**src/rtl/regfile_access_ctrl_pkg.sv**
```systemverilog
`default_nettype none
// ============================================================================
// Module   : regctrl_pkg
// Desc     : Shared widths and request/data types for the register-file initiator.
// Revision : 1.0
// ============================================================================
package regctrl_pkg;

    localparam int DATA_W    = 8;
    localparam int ADDR_W    = 1;
    localparam int RSP_DEPTH = 4;

    typedef logic [DATA_W-1:0] data_t;
    typedef logic [ADDR_W-1:0] addr_t;

    typedef struct packed {
        logic  write;
        addr_t addr;
        data_t wdata;
    } req_t;

endpackage
`default_nettype wire

```
**src/rtl/regfile_access_ctrl_if.sv**
```systemverilog
`default_nettype none
// ============================================================================
// Module   : regfile_access_ctrl_if
// Desc     : Request, response and register-file port bundle for the initiator.
// Revision : 1.0
// ============================================================================
interface regfile_access_ctrl_if;
    import regctrl_pkg::*;

    logic  ReqValid;
    logic  ReqReady;
    logic  ReqWrite;
    addr_t ReqAddr;
    data_t ReqWData;

    logic  RspValid;
    logic  RspReady;
    data_t RspData;

    addr_t RfAddr;
    logic  RfWrite;
    data_t RfWriteData;
    data_t RfData;

    modport slave (
        input  ReqValid, ReqWrite, ReqAddr, ReqWData, RspReady, RfData,
        output ReqReady, RspValid, RspData, RfAddr, RfWrite, RfWriteData
    );

    modport master (
        output ReqValid, ReqWrite, ReqAddr, ReqWData, RspReady, RfData,
        input  ReqReady, RspValid, RspData, RfAddr, RfWrite, RfWriteData
    );

endinterface
`default_nettype wire

```
**src/rtl/regfile_access_ctrl_rsp_fifo.sv**
```systemverilog
`default_nettype none
// ============================================================================
// Module   : regctrl_rsp_fifo
// Desc     : Synchronous response FIFO with occupancy count; empty head reads 0.
// Revision : 1.0
// ============================================================================
module regctrl_rsp_fifo
    import regctrl_pkg::*;
#(
    parameter int DEPTH = 4,
    parameter int CNT_W = $clog2(DEPTH + 1)
) (
    input  logic             Clock,
    input  logic             nReset,
    input  logic             push_i,
    input  data_t            push_data_i,
    input  logic             pop_i,
    output data_t            pop_data_o,
    output logic             full_o,
    output logic             empty_o,
    output logic [CNT_W-1:0] count_o
);

    localparam int PTR_W = (DEPTH > 1) ? $clog2(DEPTH) : 1;

    data_t            mem_q [DEPTH];
    logic [PTR_W-1:0] wr_ptr_q;
    logic [PTR_W-1:0] rd_ptr_q;
    logic [CNT_W-1:0] count_q;
    logic             pop_en;

    function automatic logic [PTR_W-1:0] ptr_inc(input logic [PTR_W-1:0] p);
        return (p == PTR_W'(DEPTH - 1)) ? '0 : p + PTR_W'(1);
    endfunction

    assign empty_o    = (count_q == '0);
    assign full_o     = (count_q == CNT_W'(DEPTH));
    assign count_o    = count_q;
    assign pop_en     = pop_i && !empty_o;
    assign pop_data_o = empty_o ? '0 : mem_q[rd_ptr_q];

    // Storage is not reset; pointers and count define what is valid.
    always_ff @(posedge Clock) begin
        if (push_i) begin
            mem_q[wr_ptr_q] <= push_data_i;
        end
    end

    always_ff @(posedge Clock) begin
        if (!nReset) begin
            wr_ptr_q <= '0;
            rd_ptr_q <= '0;
            count_q  <= '0;
        end else begin
            if (push_i) begin
                wr_ptr_q <= ptr_inc(wr_ptr_q);
            end
            if (pop_en) begin
                rd_ptr_q <= ptr_inc(rd_ptr_q);
            end
            case ({push_i, pop_en})
                2'b10:   count_q <= count_q + CNT_W'(1);
                2'b01:   count_q <= count_q - CNT_W'(1);
                default: count_q <= count_q;
            endcase
        end
    end

endmodule
`default_nettype wire

```
**src/rtl/regfile_access_ctrl.sv**
```systemverilog
`default_nettype none
// ============================================================================
// Module   : regfile_access_ctrl
// Desc     : Pipelined initiator for the 2-entry sync register file with in-order,
//            credit-limited read responses. REGCTRL_WRITE_RSP_EN: writes also respond.
// Revision : 1.0
// ============================================================================
module regfile_access_ctrl
    import regctrl_pkg::*;
#(
    parameter int RSP_DEPTH = regctrl_pkg::RSP_DEPTH
) (
    input  logic                  Clock,
    input  logic                  nReset,
    regfile_access_ctrl_if.slave  bus
);

    localparam int CNT_W = $clog2(RSP_DEPTH + 1);

`ifdef REGCTRL_WRITE_RSP_EN
    localparam logic c_WRITE_RSP = 1'b1;
`else
    localparam logic c_WRITE_RSP = 1'b0;
`endif

    req_t             req;
    logic             accept;
    logic             req_tag;
    logic             rsp_pop;
    logic             fifo_push;
    logic             fifo_full;
    logic             fifo_empty;
    logic [CNT_W-1:0] fifo_count;
    logic [CNT_W-1:0] pending;
    data_t            fifo_data;

    logic             rf_write_q;
    addr_t            rf_addr_q;
    data_t            rf_wdata_q;
    logic             s1_tag_q;
    logic             s2_tag_q;

    assign req = '{write: bus.ReqWrite, addr: bus.ReqAddr, wdata: bus.ReqWData};

    // Every op that will produce a response holds a credit from accept until pop.
    assign pending      = fifo_count + CNT_W'(s1_tag_q) + CNT_W'(s2_tag_q);
    assign bus.ReqReady = nReset && (pending < CNT_W'(RSP_DEPTH));
    assign accept       = bus.ReqValid && bus.ReqReady;
    assign req_tag      = !req.write || c_WRITE_RSP;
    assign rsp_pop      = bus.RspValid && bus.RspReady;
    assign fifo_push    = s2_tag_q && (!fifo_full || rsp_pop);

    assign bus.RfWrite     = rf_write_q;
    assign bus.RfAddr      = rf_addr_q;
    assign bus.RfWriteData = rf_wdata_q;
    assign bus.RspValid    = !fifo_empty;
    assign bus.RspData     = fifo_data;

    always_ff @(posedge Clock) begin
        if (!nReset) begin
            rf_write_q <= 1'b0;
            rf_addr_q  <= '0;
            rf_wdata_q <= '0;
            s1_tag_q   <= 1'b0;
            s2_tag_q   <= 1'b0;
        end else begin
            rf_write_q <= accept && req.write;
            s1_tag_q   <= accept && req_tag;
            s2_tag_q   <= s1_tag_q;
            if (accept) begin
                rf_addr_q  <= req.addr;
                rf_wdata_q <= req.wdata;
            end
        end
    end

    // RfData returned for the op in stage 2 is captured as that op's response.
    regctrl_rsp_fifo #(
        .DEPTH (RSP_DEPTH),
        .CNT_W (CNT_W)
    ) u_rsp_fifo (
        .Clock       (Clock),
        .nReset      (nReset),
        .push_i      (fifo_push),
        .push_data_i (bus.RfData),
        .pop_i       (rsp_pop),
        .pop_data_o  (fifo_data),
        .full_o      (fifo_full),
        .empty_o     (fifo_empty),
        .count_o     (fifo_count)
    );

endmodule
`default_nettype wire

```
**src/flat_wrapper.sv**
```systemverilog
// flat-port wrapper written by rule: the top's interface ports become plain ports
module regfile_access_ctrl_flat import regctrl_pkg::*;
#(
    parameter int RSP_DEPTH = regctrl_pkg::RSP_DEPTH
)
  (Clock, nReset, bus_ReqValid, bus_ReqWrite, bus_ReqAddr, bus_ReqWData, bus_RspReady, bus_RfData, bus_ReqReady, bus_RspValid, bus_RspData, bus_RfAddr, bus_RfWrite, bus_RfWriteData);
  regfile_access_ctrl_if bus_i ();
  input  logic Clock;
  input  logic nReset;
  input wire logic [$bits(bus_i.ReqValid)-1:0] bus_ReqValid;
  input wire logic [$bits(bus_i.ReqWrite)-1:0] bus_ReqWrite;
  input wire logic [$bits(bus_i.ReqAddr)-1:0] bus_ReqAddr;
  input wire logic [$bits(bus_i.ReqWData)-1:0] bus_ReqWData;
  input wire logic [$bits(bus_i.RspReady)-1:0] bus_RspReady;
  input wire logic [$bits(bus_i.RfData)-1:0] bus_RfData;
  output wire logic [$bits(bus_i.ReqReady)-1:0] bus_ReqReady;
  output wire logic [$bits(bus_i.RspValid)-1:0] bus_RspValid;
  output wire logic [$bits(bus_i.RspData)-1:0] bus_RspData;
  output wire logic [$bits(bus_i.RfAddr)-1:0] bus_RfAddr;
  output wire logic [$bits(bus_i.RfWrite)-1:0] bus_RfWrite;
  output wire logic [$bits(bus_i.RfWriteData)-1:0] bus_RfWriteData;
  assign bus_i.ReqValid = bus_ReqValid;
  assign bus_i.ReqWrite = bus_ReqWrite;
  assign bus_i.ReqAddr = bus_ReqAddr;
  assign bus_i.ReqWData = bus_ReqWData;
  assign bus_i.RspReady = bus_RspReady;
  assign bus_i.RfData = bus_RfData;
  assign bus_ReqReady = bus_i.ReqReady;
  assign bus_RspValid = bus_i.RspValid;
  assign bus_RspData = bus_i.RspData;
  assign bus_RfAddr = bus_i.RfAddr;
  assign bus_RfWrite = bus_i.RfWrite;
  assign bus_RfWriteData = bus_i.RfWriteData;
  regfile_access_ctrl #(.RSP_DEPTH(RSP_DEPTH)) u_core (.Clock(Clock), .nReset(nReset), .bus(bus_i));
endmodule
```
**config.mk**
```make
export PLATFORM = sky130hd
export DESIGN_NAME = regfile_access_ctrl_flat
export DESIGN_NICKNAME = d
export VERILOG_FILES = /design/src/rtl/regfile_access_ctrl_pkg.sv /design/src/rtl/regfile_access_ctrl_if.sv /design/src/rtl/regfile_access_ctrl_rsp_fifo.sv /design/src/rtl/regfile_access_ctrl.sv /design/src/flat_wrapper.sv
export SDC_FILE = /design/constraint.sdc
export NUM_CORES = 1
export LEC_CHECK = 0
export ABC_CLOCK_PERIOD_IN_PS = 5300
export BUFFER_PORTS_ARGS = -buffer_cell sky130_fd_sc_hd__buf_2
export CAP_MARGIN = 20
export CELL_PAD_IN_SITES_DETAIL_PLACEMENT = 0
export CELL_PAD_IN_SITES_GLOBAL_PLACEMENT = 1
export CORE_MARGIN = 3
export CORE_UTILIZATION = 40
export DETAILED_ROUTE_END_ITERATION = 10
export GPL_TIMING_DRIVEN = 0
export PLACE_DENSITY_LB_ADDON = 0.1
export SLEW_MARGIN = 25
export SYNTH_ARGS = -nofsm -noshare
export SYNTH_HDL_FRONTEND = slang
export SYNTH_HIERARCHICAL = 1
export SYNTH_SLANG_ARGS = --single-unit
```
**constraint.sdc**
```tcl
create_clock -name Clock -period 5.3 [get_ports Clock]
set_input_delay 1.06 -clock Clock [delete_from_list [all_inputs] [get_ports Clock]]
set_output_delay 1.06 -clock Clock [all_outputs]
set_load 0.02 [all_outputs]
```
==> results.json, run 1 <==
{
  "status": "complete, no violations",
  "drive_gt1_share_pct": 30.29,
  "antenna_found_initial": 0,
  "clkLatencyLatePin_ps": 300,
  "grt_overflow_total": 0,
  "io_buffer_count": 41,
  "place_congestion": 0.7863,
  "synth_simple_gate_area_share_pct": 12.30,
  "yosysWarnings": 6,
  "synthDistinctLibCells": 33,
  "pin_count": 42,
  "slew_headroom_pct": 49.63,
  "setup_viol": 0,
  "fin_nets": 237,
  "cts_hold_buf": 0,
  "whs_path_depth": 2,
  "grt_pass1_wl_um": 6327,
  "crit_path_max_fanout": 13,
  "route.met3.wl_um": 165,
  "worstPathArrival_ps": 2000,
  "final_common_cell": "buf_2",
  "cpMostUsedCell": "buf_2",
  "start_util_pct": 42.33,
  "hold_viol_final": 0,
  "final_area_sq_um": 2600,
  "synth_mux_area_share_pct": 12.64,
  "crit_type": "primary input to primary output",
  "dp_hpwl_um": 2911,
  "fmax_mhz": 326.4,
  "syn_avg_cell_area_sq_um": 13.94,
  "cts.clk_slew.worst_paths_ps": 90,
  "drtIter0Drc": 38,
  "cts_setup_buffers": 0,
  "grt_usage_pct": 12.93,
  "synth-adder-area-share_pct": 4.853,
  "routed_wirelength_um": 3997,
  "cp.depth": 4,
  "chipHeight_um": 80.45,
  "yosys.area_share.xor_xnor_pct": 0.7901,
  "mostFrequentLayoutCells": "buf_2 (41), edfxtp_1 (32), nand2_1 (21), dfxtp_1 (21), nor2b_1 (12)",
  "num_vias": 1338,
  "crit_required_ps": 4240,
  "cts_max_path_buffers": 2,
  "grt_pass1_vias": 1324,
  "n_antenna_cell": 0,
  "maxCapViolations": 0,
  "core_sq_um": 5238,
  "reg2reg_depth": 10,
  "worstPathBufferInverterCount": 3,
  "netlist_area_sq_um": 2217,
  "cpMaxStageDelayCell": "clkbuf_1",
  "numClockSinks": 53,
  "clock_skew_ps": 5.399,
  "cts_buffers": 5,
  "powerDensity_nw_per_um2": 276.6,
  "htree_levels": 2,
  "rsz0062_at_grt": "no",
  "critPathMaxStageDelay_ps": 380,
  "syn2layout_area_growth_pct": 17.27,
  "grt_max_degree": 18,
  "ir_drop_mv": 0.1132,
  "synthCells": 159,
  "ys_seq_area_share_pct": 62.30,
  "fin_crit_ps": 3064,
  "slew_violations": 0,
  "tightestPinTransition_ps": 751.5,
  "top_layer_used": "met4",
  "synth-compound-area-share_pct": 3.837,
  "cp-start-kind": "primary input",
  "synth_nets": 189,
  "die_x_um": 80.45,
  "critPathCaptureType": "primary output",
  "power_leakage_uw": 0.001039,
  "viasPerCell": 4.813,
  "cts_tree": "done",
  "cts_resized": 0,
  "die_area_sq_um": 6472,
  "drc": 0,
  "min_period_over_period_pct": 57.81,
  "clockRootBuffer": "clkbuf_8",
  "wl_met1_um": 1672,
  "place_area_sq_um": 2510,
  "crit_chain": "buf_2 > clkbuf_1 > and2_1 > buf_2",
  "fin_setup_tns_ps": 0,
  "cp_top_family": "buffers and inverters",
  "wl_per_cell_um": 14.38,
  "synth-seq-cells": 53,
  "hold_class": "flip-flop to flip-flop",
  "synth_top_family_by_area": "multiplexers",
  "drt_pass1_iterations": 4,
  "fp-row-count": 26,
  "ant_nets": 0,
  "met2_length_um": 2110
}
## state kept, by name, indices dropped and copies added, names as in the netlist, named ones only
| name | flops |
|---|---|
| u_core/u_rsp_fifo/wr_ptr_q | 2 |
| u_core/s1_tag_q | 1 |
| u_core/bus.RfWrite | 1 |
| u_core/s2_tag_q | 1 |
| u_core/u_rsp_fifo/count_o | 3 |
| u_core/bus.RfWriteData | 8 |
| u_core/bus.RfAddr | 1 |
| u_core/u_rsp_fifo/mem_q | 32 |
| u_core/u_rsp_fifo/rd_ptr_q | 2 |
## worst min-delay path: stages (launching register included)
cell and delay [ps]:
dfxtp_1 320, nand2_1 50, mux2i_1 50
## cells by family after synthesis
group	count (synthesis)
AOI/OAI and AO/OA	12
DFF	53
buffers and inverters	15
adders and majority gates	8
muxes	18
xor gates and xnor gates	2
and+or+nand+nor	51
## cell usage after synthesis
cell type	n	area [sq um]
a21boi_0	1	7.510
and3_1	1	6.260
a221oi_2	1	15.01
clkbuf_1	2	7.510
xor2_1	1	8.760
and4_1	1	8.760
and2_2	1	7.510
o21a_1	1	7.510
a21boi_1	1	7.510
or3_1	1	6.260
ha_1	7	87.58
and4b_1	1	10.01
edfxtp_1	32	960.9
nand3_1	3	15.01
mux4_2	8	180.2
nor3_2	1	10.01
fa_1	1	20.02
dfxtp_1	21	420.4
o21ai_0	4	20.02
mux2i_1	10	100.1
o31ai_1	1	7.510
inv_1	10	37.54
nor2b_1	12	75.07
clkbuf_2	1	5.000
buf_6	2	22.52
a21oi_1	1	5.000
nor2_1	1	3.750
a22oi_1	1	7.510
nand2_1	21	78.83
a21o_1	1	7.510
nor3b_1	1	7.510
xnor2_1	1	8.760
and2_1	7	43.79
## power breakdown
group          internal (uW)  switching (uW)  total, uW
sequential               443            3.62        446
clock                   93.9             130        224
combinational           20.3            28.4       48.8
total                    557             162        719
## stage by stage
stage | hold WS [ps] | setup WS, ps | util [%] | total power, uW | std cells
floorplan | 469.2 | 2570 | - | 483.1 | 159
global placement | 440.5 | 2237 | 47.92 | 503.3 | 270
detailed placement | 453.5 | 2230 | 47.92 | 505.4 | 270
CTS | 467.9 | 2228 | 49.64 | 732.4 | 278
global route | 493.7 | 2144 | 49.64 | 752.9 | 278
finish | 462.3 | 2236 | 49.64 | 719.2 | 278
## worst paths after layout
check / endpoint / start / slack, ps
min reg2reg: u_core/bus.RfWriteData[5] / u_core/bus.RfWriteData[5] / 460
max reg2reg: u_core/u_rsp_fifo/count_o[2] / u_core/u_rsp_fifo/count_o[1] / 2400
max: bus_ReqReady / nReset / 2240
min: u_core/bus.RfWriteData[5] / u_core/bus.RfWriteData[5] / 460
## routing by layer
layer | GRT usage, % | up-vias
li1 | - | 657
met1 | 15.41 | 650
met2 | 23.10 | 25
met3 | 2.803 | 6
met4 | 4.054 | 0
met5 | 0 | -
## area by class of cell
class / instances / area, sq um
Tap cell: 70 / 87.58
Fill cell: 483 / 2638
Multi-Input combinational cell: 91 / 763.2
Clock inverter: 3 / 21.27
Sequential cell: 53 / 1381
Clock buffer: 5 / 68.82
Inverter: 10 / 37.54
Timing Repair Buffer: 41 / 205.2
Buffer: 5 / 35.03
Power figures use the tool's default switching activity.
==> run 2, diff against run 1 <==
- ABC_AREA: not set -> 1
- ABC_CLOCK_PERIOD_IN_PS: 5300 -> 3100
- clock period: 5.3 -> 3.1 ns (I/O delays scaled with it)
==> results.json, run 2 <==
{
  "io_buffer_count": 41,
  "netlist_area_sq_um": 2316,
  "clockRootBuffer": "clkbuf_8",
  "yosys.area_share.xor_xnor_pct": 0,
  "chipHeight_um": 82.09,
  "fp-row-count": 27,
  "num_vias": 1588,
  "hold_viol_final": 0,
  "synthDistinctLibCells": 26,
  "start_util_pct": 41.80,
  "cpMaxStageDelayCell": "dfxtp_1",
  "cts_max_path_buffers": 2,
  "cts_buffers": 5,
  "grt_overflow_total": 0,
  "cts_hold_buf": 0,
  "drtIter0Drc": 72,
  "synth_simple_gate_area_share_pct": 20.58,
  "synth-edff-count": 32,
  "mostFrequentLayoutCells": "nand2_1 (66), buf_2 (42), nor2_1 (40)",
  "cp.depth": 11,
  "core_sq_um": 5540,
  "hold_class": "flip-flop to flip-flop",
  "synth_nets": 276,
  "crit_path_max_fanout": 9,
  "die_area_sq_um": 6739,
  "maxCapViolations": 0,
  "viasPerCell": 4.327,
  "synth-seq-cells": 53,
  "numClockSinks": 53,
  "antenna_found_initial": 0,
  "ys_seq_area_share_pct": 59.64,
  "cts_resized": 0,
  "powerDensity_nw_per_um2": 464.3,
  "grt_usage_pct": 12.84,
  "cpMostUsedCell": "inv_1",
  "synth_mux_area_share_pct": 0,
  "grt_pass1_wl_um": 6230,
  "syn_avg_cell_area_sq_um": 9.415,
  "synth-adder-area-share_pct": 4.646,
  "cts.clk_slew.worst_paths_ps": 90,
  "wl_per_cell_um": 11.05,
  "synth_top_family_by_area": "simple AND/OR/NAND/NOR gates",
  "synthArstFlopShare_pct": 0,
  "worstPathBufferInverterCount": 4,
  "ir_drop_mv": 0.2030,
  "clock_skew_ps": 3.267,
  "fin_setup_tns_ps": 0,
  "die_x_um": 82.09,
  "synth_top_area_share_pct": 41.49,
  "final_common_cell": "nand2_1",
  "largest_reg_flops": 32,
  "ant_nets": 0,
  "fin_ws_ps": 634.5,
  "yosysWarnings": 6,
  "cp-start-kind": "flip-flop",
  "grt_max_degree": 17,
  "synth_flop_cell": "edfxtp_1",
  "slew_headroom_pct": 67.07,
  "crit_required_ps": 3340,
  "setup_viol": 0,
  "place_congestion": 0.7149,
  "rsz0062_at_grt": "no",
  "whs_path_depth": 2,
  "ys_top_cells_by_area": "edfxtp_1 (41%), dfxtp_1 (18%), nand2_1 (11%), nor2_1 (6.5%), inv_1 (5.2%)",
  "slew_violations": 0,
  "drt_pass1_iterations": 4,
  "worstPathArrival_ps": 2710,
  "tightestPinTransition_ps": 489.5,
  "critPathMaxStageDelay_ps": 430,
  "clkLatencyLatePin_ps": 300,
  "crit_type": "flip-flop to flip-flop",
  "pre_cts_ws_ps": 601.0,
  "max_flop_register": "u_core/u_rsp_fifo/mem_q",
  "routed_wirelength_um": 4055,
  "dp_hpwl_um": 2814,
  "min_period_over_period_pct": 79.53,
  "pin_count": 42,
  "grt_pass1_vias": 1320,
  "synth_common_cells": "nand2_1 (66), nor2_1 (40), edfxtp_1 (32), inv_1 (32), dfxtp_1 (21)",
  "synth_most_common_cell": "nand2_1",
  "cts_setup_buffers": 0,
  "n_antenna_cell": 0,
  "crit_chain": "nor2_1 > nand2_1 > inv_2 > inv_1 > nand2_1 > a21boi_0 > inv_1 > ha_1 > inv_1 > fa_1 > a21oi_1",
  "drc": 0,
  "synth-compound-area-share_pct": 5.943,
  "finalPower_uw": 1253,
  "power_leakage_uw": 0.001279,
  "synthCells": 246,
  "drive_gt1_share_pct": 21.36,
  "htree_levels": 2,
  "critPathCaptureType": "flip-flop",
  "fmax_mhz": 405.6,
  "fin_crit_ps": 2466,
  "cp_top_family": "adder cells",
  "status": "complete, no violations",
  "fin_nets": 324,
  "worst_hold_slack_ps": 443.1,
  "cts_tree": "done",
  "yosysTopAreaCell": "edfxtp_1",
  "syn2layout_area_growth_pct": 16.53,
  "reg2reg_depth": 11
}
==> run 2: metrics by stage <==
stage,cell area (sq um),utilization (%),std cells
2_1_floorplan,2316,-,246
3_3_place_gp,2611,47.13,359
3_5_place_dp,2611,47.13,359
4_1_cts,2699,48.71,367
5_1_grt,2699,48.71,367
6_report,2699,48.71,367
==> run 2: final cells by class <==
class                   instances  area, sq um
fillers                       564         2841
flip-flops and latches         53         1381
multi-input cells             152        721.9
repair buffers                 41        205.2
inverters                      34        135.1
well taps                      72        90.09
plain buffers                   7        77.57
clock buffers                   6        72.57
clock inverters                 2        15.01
==> run 2: routing by layer <==
| metal | up-vias | GRT usage, % | share of wire (%) |
|---|---|---|---|
| met2 | 29 | 22.29 | 50 |
| met1 | 689 | 14.65 | 44 |
| met3 | 5 | 3.796 | 4.6 |
| met5 | - | 0 | 0 |
| li1 | 865 | - | - |
| met4 | 0 | 5.482 | 1.2 |
==> run 2: path summary, 6_finish.rpt <==
| kind | from | end | slack [ps] |
|---|---|---|---|
| worst max-delay path | u_core/u_rsp_fifo/count_o[1] | u_core/u_rsp_fifo/count_o[1] | 630 |
| worst max register to register | u_core/u_rsp_fifo/count_o[1] | u_core/u_rsp_fifo/count_o[1] | 630 |
| worst min register to register | u_core/s1_tag_q | u_core/s2_tag_q | 440 |
| worst min-delay path | u_core/s1_tag_q | u_core/s2_tag_q | 440 |
==> run 2: cell families after synthesis <==
kind of cell | after synthesis
fa+ha+maj | 8
buf+inv | 41
flops | 53
simple gates | 118
compound gates | 26
==> run 2: report_power, final <==
part           internal, uW  switching (uW)
Clock                   159             215
Combinational          40.8            71.1
Sequential              760            7.14
==> run 2: worst register-to-register path: cells and delay by family (launching register included) <==
family,cells,cell delay [ps]
flops,1,430
simple gates,3,280
fa+ha+maj,2,660
buf+inv,4,490
compound gates,2,550
==> run 3, diff against run 2 <==
- ABC_AREA: 1 -> 0
- ABC_CLOCK_PERIOD_IN_PS: 3100 -> 2500
- clock period: 3.1 -> 2.5 ns (I/O delays scaled with it)
==> results.json, run 3 (synthesized netlist as in run 1, its figures left out) <==
{
  "status": "complete, no violations",
  "drive_gt1_share_pct": 32.06,
  "ir_drop_mv": 0.2399,
  "numClockSinks": 53,
  "fp-row-count": 26,
  "grt_usage_pct": 12.93,
  "power_leakage_uw": 0.001048,
  "fin_nets": 238,
  "largest_reg_flops": 32,
  "cpMaxStageDelayCell": "fa_1",
  "use_met1_pct": 15.42,
  "worstPathBufferInverterCount": 4,
  "grt_pass1_wl_um": 6327,
  "htree_levels": 2,
  "pre_cts_ws_ps": -433.6,
  "setup_viol": 0,
  "worstPathArrival_ps": 2570,
  "reg2reg_slack_ps": 150,
  "drt_pass1_iterations": 4,
  "die_area_sq_um": 6472,
  "wl_per_cell_um": 14.30,
  "min_period_over_period_pct": 93.91,
  "grt_overflow_total": 0,
  "rsz0062_at_grt": "no",
  "mostFrequentLayoutCells": "buf_2 (41), edfxtp_1 (32), nand2_1 (21)",
  "slew_violations": 0,
  "n_antenna_cell": 0,
  "slew_headroom_pct": 64.46,
  "hold_viol_final": 0,
  "critPathCaptureType": "flip-flop",
  "crit_path_max_fanout": 7,
  "die_x_um": 80.45,
  "cts_max_path_buffers": 2,
  "grt.busiest_layer": "met2",
  "crit_required_ps": 2730,
  "cts_hold_buf": 0,
  "crit_type": "flip-flop to flip-flop",
  "fin_ws_ps": 152.4,
  "clkLatencyLatePin_ps": 300,
  "final_common_cell": "buf_2",
  "grt_max_degree": 18,
  "crit_chain": "inv_1 > and3_1 > inv_1 > o21a_1 > inv_1 > ha_1 > inv_1 > fa_1 > xor2_1 > or3_1 > a21boi_0",
  "drtIter0Drc": 42,
  "critPathMaxStageDelay_ps": 380,
  "use_met2_pct": 23.10,
  "antenna_found_initial": 0,
  "io_buffer_count": 41,
  "post-place-cells": 270,
  "cp-start-kind": "flip-flop",
  "core_sq_um": 5238,
  "cts.clk_slew.worst_paths_ps": 90,
  "clock_skew_ps": 5.399,
  "cts_tree": "done",
  "tightestPinTransition_ps": 528.6,
  "powerDensity_nw_per_um2": 583.2,
  "cpMostUsedCell": "inv_1",
  "met3_usage_pct": 2.803,
  "grt_pass1_vias": 1330,
  "dp_hpwl_um": 2911,
  "fmax_mhz": 426.0,
  "fin_crit_ps": 2348,
  "num_vias": 1335,
  "start_util_pct": 42.33,
  "cts_buffers": 5,
  "chipHeight_um": 80.45,
  "maxCapViolations": 0,
  "clockRootBuffer": "clkbuf_8",
  "hold_class": "primary input to flip-flop",
  "viasPerCell": 4.785,
  "pin_count": 42,
  "routed_wirelength_um": 3991,
  "drc": 0,
  "max_flop_register": "u_core/u_rsp_fifo/mem_q",
  "place_congestion": 0.7863,
  "syn2layout_area_growth_pct": 18.06,
  "cp_top_family": "adder cells",
  "ant_nets": 0,
  "instances_no_fill": 279
}
## run 3: changes by cell type in the layout (fill, tap and decap cells not counted), sizes merged, moves of 10 or more
cell / previous run / this run
mux2i: 0 / 10
nand2: 69 / 21
a21oi: 12 / 1
inv: 34 / 11
nor2: 42 / 1
nor2b: 0 / 12
## run 3: power by group
group | switching [uW] | leakage (uW) | internal, uW
clock | 276 | 0.0000445 | 199
combinational | 60.5 | 0.000542 | 44.3
sequential | 7.91 | 0.000461 | 939
total | 344 | 0.00105 | 1180
## run 3: path summary, 6_finish.rpt
| check | start | end | cells past startpoint |
|---|---|---|---|
| worst max-delay path | u_core/u_rsp_fifo/count_o[0] | u_core/u_rsp_fifo/count_o[2] | 11 |
| worst min-delay path | bus_RfData[7] | u_core/u_rsp_fifo/mem_q[3][7] | 1 |
| worst max register to register | u_core/u_rsp_fifo/count_o[0] | u_core/u_rsp_fifo/count_o[2] | 11 |
| worst min register to register | u_core/bus.RfWriteData[5] | u_core/bus.RfWriteData[5] | 2 |
## run 3: what timing repair did
action,4_1_cts,5_1_grt
gates resized for setup,1,3
endpoints found under the hold margin,0,0
setup buffers,1,0
setup endpoints to repair,2,1
cloned,0,0
pin swaps,1,0
## run 3: area by class of cell
type | instances | area, sq um
Tap cell | 70 | 87.58
Buffer | 5 | 35.03
Inverter | 10 | 37.54
Fill cell | 480 | 2620
Clock inverter | 3 | 21.27
Clock buffer | 5 | 68.82
Multi-Input combinational cell | 91 | 769.5
Sequential cell | 53 | 1385
Timing Repair Buffer | 42 | 212.7
## run 3: layer usage
metal  routed length [um]  vias up
li1                     -      660
met1                 1665      644
met2                 2111       25
met3                  165        6
met4                   48        0
met5                    0        -
## run 3: per-stage QoR
| stage | setup TNS, ps | hold WS, ps | util (%) | total power [uW] | cell area (sq um) |
|---|---|---|---|---|---|
| floorplan | 0 | 469.2 | - | 1024 | 2217 |
| global placement | -483.1 | 440.5 | 47.92 | 1067 | 2510 |
| detailed placement | -576.0 | 453.5 | 47.92 | 1071 | 2510 |
| CTS | 0 | 393.9 | 49.90 | 1554 | 2614 |
| global route | 0 | 393.7 | 49.98 | 1598 | 2618 |
| finish | 0 | 405.0 | 49.98 | 1527 | 2618 |
